`config.mk`:
```
export PLATFORM = sky130hd
export DESIGN_NAME = writeback_regfile
export DESIGN_NICKNAME = d
export VERILOG_FILES = /design/src/rtl/writeback_regfile_pkg.sv /design/src/rtl/writeback_regfile_bank.sv /design/src/rtl/writeback_regfile.sv
export SDC_FILE = /design/constraint.sdc
export NUM_CORES = 2
export LEC_CHECK = 0
export ABC_AREA = 1
export CAP_MARGIN = 20
export CORE_MARGIN = 5
export CORE_UTILIZATION = 40
export CTS_BUF_LIST = sky130_fd_sc_hd__clkbuf_8
export DETAILED_ROUTE_END_ITERATION = 16
export SYNTH_ARGS = -nofsm -noshare
export SYNTH_HDL_FRONTEND = slang
export SYNTH_SLANG_ARGS = --single-unit
```
`constraint.sdc`:
```
create_clock -name clk -period 5.59 [get_ports clk]
set_clock_uncertainty 0.2 [all_clocks]
set_input_delay 1.677 -clock clk [delete_from_list [all_inputs] [get_ports clk]]
set_output_delay 1.677 -clock clk [all_outputs]
set_load 0.02 [all_outputs]
```
`src/rtl/writeback_regfile_pkg.sv`:
```
// Shared writeback-stage constants: special register (RM) map and datapath width.
package writeback_regfile_pkg;

    localparam int DATA_W    = 32;
    localparam int GPR_DEPTH = 32;
    localparam int RM_DEPTH  = 8;

    localparam int RM_EPC    = 0;
    localparam int RM_EADDR  = 1;
    localparam int RM_CAUSE  = 2;
    localparam int RM_STATUS = 3;

    localparam int RM_STATUS_EXC_BIT = 0;

    // Exception payload as committed into the RM bank.
    typedef struct packed {
        logic              valid;
        logic [DATA_W-1:0] pc;
        logic [DATA_W-1:0] addr;
        logic [DATA_W-1:0] cause;
    } exc_req_t;

    // RM indices 0..3 are owned by the exception commit when it fires.
    function automatic logic exc_owns_rm(input int idx);
        return idx <= RM_STATUS;
    endfunction

endpackage

```
`src/rtl/writeback_regfile_bank.sv`:
```
// Register bank: per-entry synchronous write enables, NRD combinational read ports.
module regfile_bank #(
    parameter int DEPTH = 32,
    parameter int WIDTH = 32,
    parameter int NRD   = 2,
    localparam int AW   = $clog2(DEPTH)
) (
    input  logic                       clk,
    input  logic                       reset,
    input  logic [DEPTH-1:0]           we_i,
    input  logic [DEPTH-1:0][WIDTH-1:0] wdata_i,
    input  logic [NRD-1:0][AW-1:0]     raddr_i,
    output logic [NRD-1:0][WIDTH-1:0]  rdata_o
);

    logic [WIDTH-1:0] mem_q [DEPTH];

    // Per-entry enables let the RM bank take an exception commit and an
    // ordinary write on the same edge; the GPR bank drives a one-hot.
    for (genvar e = 0; e < DEPTH; e++) begin : g_entry
        always_ff @(posedge clk) begin
            if (reset) begin
                mem_q[e] <= '0;
            end else if (we_i[e]) begin
                mem_q[e] <= wdata_i[e];
            end
        end
    end

    for (genvar r = 0; r < NRD; r++) begin : g_rd
        assign rdata_o[r] = mem_q[raddr_i[r]];
    end

endmodule

```
`src/rtl/writeback_regfile.sv`:
```
// MEM/WB consumer: commits writeback into GPR or RM, records exceptions,
// provides bypassed decode read ports and a retired-write counter.
module writeback_regfile #(
    parameter int DATA_W = 32,
    parameter int NUM_RM = 8
) (
    input  logic              clk,
    input  logic              reset,
    input  logic [DATA_W-1:0] wb_data_in,
    input  logic [4:0]        rd_in,
    input  logic              is_write_in,
    input  logic              mov_rm_in,
    input  logic [4:0]        rs1_addr,
    input  logic [4:0]        rs2_addr,
    output logic [DATA_W-1:0] rs1_data,
    output logic [DATA_W-1:0] rs2_data,
    input  logic [2:0]        rm_addr,
    output logic [DATA_W-1:0] rm_data,
    input  logic              exc_valid,
    input  logic [DATA_W-1:0] exc_pc,
    input  logic [DATA_W-1:0] exc_addr,
    input  logic [DATA_W-1:0] exc_cause,
    output logic              wb_fire,
    output logic [31:0]       retire_count
);
    import writeback_regfile_pkg::*;

    localparam int NGPR = 32;

    logic                          gpr_we;
    logic                          rm_we;
    logic [2:0]                    rm_widx;
    logic [NGPR-1:0]               gpr_wen;
    logic [NGPR-1:0][DATA_W-1:0]   gpr_wdata;
    logic [1:0][4:0]               gpr_raddr;
    logic [1:0][DATA_W-1:0]        gpr_rdata;
    logic [NUM_RM-1:0]             rm_wen;
    logic [NUM_RM-1:0][DATA_W-1:0] rm_wdata;
    logic [1:0][2:0]               rm_raddr;
    logic [1:0][DATA_W-1:0]        rm_rdata;
    logic [DATA_W-1:0]             rm_status;
    exc_req_t                      exc;

    logic        wb_fire_q, wb_fire_d;
    logic [31:0] retire_q,  retire_d;

    assign gpr_we  = is_write_in && !mov_rm_in && (rd_in != 5'd0);
    assign rm_we   = is_write_in && mov_rm_in;
    assign rm_widx = rd_in[2:0];

    assign exc.valid = exc_valid;
    assign exc.pc    = exc_pc;
    assign exc.addr  = exc_addr;
    assign exc.cause = exc_cause;

    always_comb begin
        gpr_wen = '0;
        if (gpr_we) gpr_wen[rd_in] = 1'b1;
    end

    assign gpr_wdata = {NGPR{wb_data_in}};

    // Exception commit overrides any RM write landing on indices 0..3;
    // the status entry keeps its upper bits and only sets the mode flag.
    always_comb begin
        rm_wen   = '0;
        rm_wdata = {NUM_RM{wb_data_in}};
        if (rm_we) rm_wen[rm_widx] = 1'b1;
        if (exc.valid) begin
            for (int i = 0; i < NUM_RM; i++) begin
                if (exc_owns_rm(i)) rm_wen[i] = 1'b1;
            end
            rm_wdata[RM_EPC]   = exc.pc;
            rm_wdata[RM_EADDR] = exc.addr;
            rm_wdata[RM_CAUSE] = exc.cause;
            rm_wdata[RM_STATUS] = rm_status;
            rm_wdata[RM_STATUS][RM_STATUS_EXC_BIT] = 1'b1;
        end
    end

    assign gpr_raddr = {rs2_addr, rs1_addr};

    regfile_bank #(
        .DEPTH (NGPR),
        .WIDTH (DATA_W),
        .NRD   (2)
    ) u_gpr (
        .clk     (clk),
        .reset   (reset),
        .we_i    (gpr_wen),
        .wdata_i (gpr_wdata),
        .raddr_i (gpr_raddr),
        .rdata_o (gpr_rdata)
    );

    // Second RM port is an internal tap on the status entry.
    assign rm_raddr  = {3'(RM_STATUS), rm_addr};
    assign rm_status = rm_rdata[1];

    regfile_bank #(
        .DEPTH (NUM_RM),
        .WIDTH (DATA_W),
        .NRD   (2)
    ) u_rm (
        .clk     (clk),
        .reset   (reset),
        .we_i    (rm_wen),
        .wdata_i (rm_wdata),
        .raddr_i (rm_raddr),
        .rdata_o (rm_rdata)
    );

    always_comb begin
        if (rs1_addr == 5'd0)                  rs1_data = '0;
        else if (gpr_we && rs1_addr == rd_in)  rs1_data = wb_data_in;
        else                                   rs1_data = gpr_rdata[0];

        if (rs2_addr == 5'd0)                  rs2_data = '0;
        else if (gpr_we && rs2_addr == rd_in)  rs2_data = wb_data_in;
        else                                   rs2_data = gpr_rdata[1];

        if (rm_we && rm_addr == rm_widx)       rm_data = wb_data_in;
        else                                   rm_data = rm_rdata[0];
    end

    assign wb_fire_d = is_write_in;
    assign retire_d  = is_write_in ? retire_q + 32'd1 : retire_q;

    always_ff @(posedge clk) begin
        if (reset) begin
            wb_fire_q <= 1'b0;
            retire_q  <= '0;
        end else begin
            wb_fire_q <= wb_fire_d;
            retire_q  <= retire_d;
        end
    end

    assign wb_fire      = wb_fire_q;
    assign retire_count = retire_q;

endmodule

```
==> results_dict.tcl <==
set metrics [dict create \
    clk_pin_slew_ps 60 \
    gp_congestion 1.07 \
    rrSetupSlack_ps 3320 \
    crit_type "primary input to primary output" \
    yosysWarnings 0 \
    cts.sink_count 1313 \
    synth_top_area_share_pct 52.5 \
    final_max_slew_viol_count 0 \
    cp_cell_sequence "clkdlybuf4s50_1 > clkinv_1 > buf_4 > nand3_1 > nand2_1 > a21oi_4 > buf_6 > buf_4" \
    synth-seq-cells 1313 \
    vias_per_cell 5.80 \
    power_density_nw_per_um2 276 \
    routed_wl_um 328000 \
    clk_latency_ps 1000 \
    reg2reg_from "retire_count[8]" \
    min_to "retire_count[10]" \
    seq_area_frac_synth_pct 53.4 \
    synth_area_leader_cell "edfxtp_1" \
    r2r_end "retire_count[29]" \
    max_cap_viol_count 0 \
    fin_crit_sh_pct 102 \
    final_layout_size_suffix_gt1_share_pct 13.3 \
    maxSlewHeadroom_pct 35.7 \
    die_w_um 438 \
    violations "setup timing" \
    rows 157 \
    max_stage_delay_ps 660 \
    routed.top_layer "met5" \
    setup_viol 13 \
    grt_pass1_vias 67400 \
    total_leakage_power_nw 39.0 \
    clock.fmax_mhz 175 \
    grt_use_total_pct 32.9 \
    ant_nets 0 \
    start_util_pct 40.1 \
    grt_antenna_before_repair 22 \
    yosysUniqueCellTypes 40 \
    syn_area_sq_um 73200 \
    grt_setup_unrepaired "yes" \
    post-synth-top-count-cell "nand2_1" \
    critPathMostFrequentCell "buf_4" \
    die_area_sq_um 192000 \
    nets 9970 \
    met2_length_um 142000 \
    worst_r2r_path_depth 8 \
    synth_common_cells "2084 x nand2_1, 1671 x nor2_1, 1488 x nand3_1" \
    route.vias.total 72000 \
    critPathCaptureType "primary output" \
    grt-ovfl-total 0 \
    outcome "finished with violations" \
    wl_met1_um 119000 \
    areaGrowthSynthToFinish_pct 21.8 \
    hold_path.class "register to register" \
    synthArstFlopShare_pct 0 \
    dr.pass1.iters 7 \
    cts_tree "built" \
    wl_met3_um 40000 \
    fin_ws_ps -137 \
    root_buffer "clkbuf_8" \
    place_hpwl_um 212000 \
    fillers 17300 \
    ctsLongestPathBuffers 3 \
    core-area_sq_um 183000 \
    period_needed_ps 5730 \
    htreeDepth 4 \
    hold-worst-slack_ps 277 \
    cts_made_buffers 229 \
    wl_per_cell_um 26.4 \
    min_path_cells 2 \
    postCtsHoldBufs 0 \
    critPathTopFamily "buffers and inverters" \
    drcViolationCount 0 \
    hold_start "retire_count[10]" \
    slowest_stage "clkdlybuf4s50_1" \
    worst-path-buf-inv 5 \
    tightest_slew_ps 964 \
    power_mw 24.6 \
    start_kind "primary input" \
    io_pins 280 \
    synthTopCellsByArea "edfxtp_1 52%, nand2_1 11%, nand3_1 10%, nor2_1 8.6%, inv_1 5.1%" \
    initialDrtViolationCount 10600 \
    syn_area_per_cell_sq_um 7.86 \
    synth-edff-count 1280 \
    port_buffers 279 \
    final-hold-violation-count 0 \
    required_ps 3710 \
    grt_pass1_wl_um 463000 \
    synth-main-ff-cell "edfxtp_1" \
    chipHeight_um 438 \
    crit_fanout 3 \
    peakVddDrop_uv 258 \
    crit_arrival_ps 3850 \
    syn_inst 9317 \
    grt_max_degree 87 \
]
## how the worst max path moves through the flow
| stage | slack [ps] | depth (start not counted) | end | from |
|---|---|---|---|---|
| floorplan | 290 | 5 | u_gpr.mem_q[24][0] | rd_in[3] |
| global placement | -810 | 12 | rs1_data[8] | is_write_in |
| detailed placement | -780 | 12 | rs2_data[3] | is_write_in |
| CTS | -60 | 15 | rs2_data[3] | rs2_addr[0] |
| global route | -70 | 13 | rs1_data[16] | rs1_addr[0] |
| finish | -140 | 8 | rs2_data[3] | wb_data_in[3] |
## layer usage
layer / global-route usage, % / vias to the layer above
li1: - / 31500
met4: 22.7 / 14
met1: 41.6 / 34100
met2: 49.7 / 5163
met5: 0 / -
met3: 7.86 / 1200
## flip-flops by register name, indices dropped and copies added (netlist names)
register      cells
wb_fire           1
u_rm.mem_q      256
u_gpr.mem_q    1024
retire_count     32
## worst register-to-register path, stage by stage (launching register included)
cell     delay, ps
dfxtp_1        450
inv_1           90
nor3_1         420
nand2_1        140
nor2_1         420
nand4_1        220
nand2_1        100
nand2_1         50
nor2_1         120
## cells by family (layout without fill, tap and decap cells)
group | after synthesis | after routing | share of synthesized area (%)
flops | 1313 | 1313 | 53.4
other cells | 1 | 41 | 0.00512
simple gates | 5353 | 5353 | 30.3
compound gates | 842 | 842 | 6.78
fa+ha+maj | 1 | 1 | 0.0171
xor+xnor | 14 | 14 | 0.167
buf+inv | 1793 | 2458 | 9.32
## timing repair
action / 4_1_cts / 5_1_grt
gates cloned: 8 / 7
endpoints found under the hold margin: 0 / 0
resized for setup: 165 / 121
pin swaps: 10 / 9
buffers inserted: 11 / 6
setup endpoints to repair: 95 / 81
## report_power, final
part	switching [mW]	total [mW]	leakage, nW	internal [mW]
sequential	0.177	11.5	12.6	11.3
clock	4.31	8.63	2.43	4.32
combinational	3.01	4.47	24.0	1.45
total	7.49	24.6	39.0	17.1
## cell usage in the layout (no fill, tap or decap), types with 9 or more instances in the layout
cell / synthesis / layout
nand3_1: 1488 / 1449
dlygate4sd2_1: 0 / 19
nor2_1: 1671 / 1661
o221ai_1: 44 / 43
buf_8: 0 / 11
a21oi_2: 0 / 18
clkinv_2: 0 / 29
o22ai_1: 31 / 31
inv_2: 9 / 29
edfxtp_1: 1280 / 1280
buf_16: 0 / 11
o21ai_0: 319 / 309
or2_2: 35 / 35
nand2_2: 1 / 55
clkdlybuf4s50_1: 0 / 162
nor3_1: 50 / 50
nand2_1: 2084 / 2026
dlymetal6s2s_1: 0 / 21
buf_12: 0 / 145
o211ai_1: 207 / 207
inv_1: 991 / 1020
dfxtp_1: 33 / 33
conb_1: 1 / 32
clkinv_1: 3 / 88
diode_2: 0 / 9
clkbuf_8: 0 / 232
bufinv_16: 0 / 10
buf_6: 0 / 43
nand3_2: 0 / 38
a21oi_1: 228 / 204
buf_4: 0 / 582
## area by class of cell
| type | instances | area, sq um | share of cell area, % |
|---|---|---|---|
| antenna | 9 | 22.5 | 0.0252 |
| sequential | 1313 | 39100 | 43.8 |
| inverter | 1003 | 3840 | 4.30 |
| timing repair inverter | 1 | 8.76 | 0.00982 |
| tap | 2385 | 2980 | 3.35 |
| clock inverter | 194 | 1110 | 1.25 |
| clock buffer | 232 | 3190 | 3.58 |
| timing repair buffer | 1028 | 10800 | 12.2 |
| multi-input combinational | 6242 | 28100 | 31.5 |
## metrics by stage
stage               worst slack (ps)  TNS, ps  cell area (sq um)  util [%]  instances
floorplan                        288        0              73400         -       9348
global placement                -805   -46280              83500      45.7      11900
detailed placement              -779   -47730              83500      45.7      11900
CTS                            -63.2    -94.5              88500      48.5      12400
global route                   -72.2     -261              89200      48.8      12400
finish                          -137     -558              89200      48.8      12400
(Power assumes the default switching activity.)
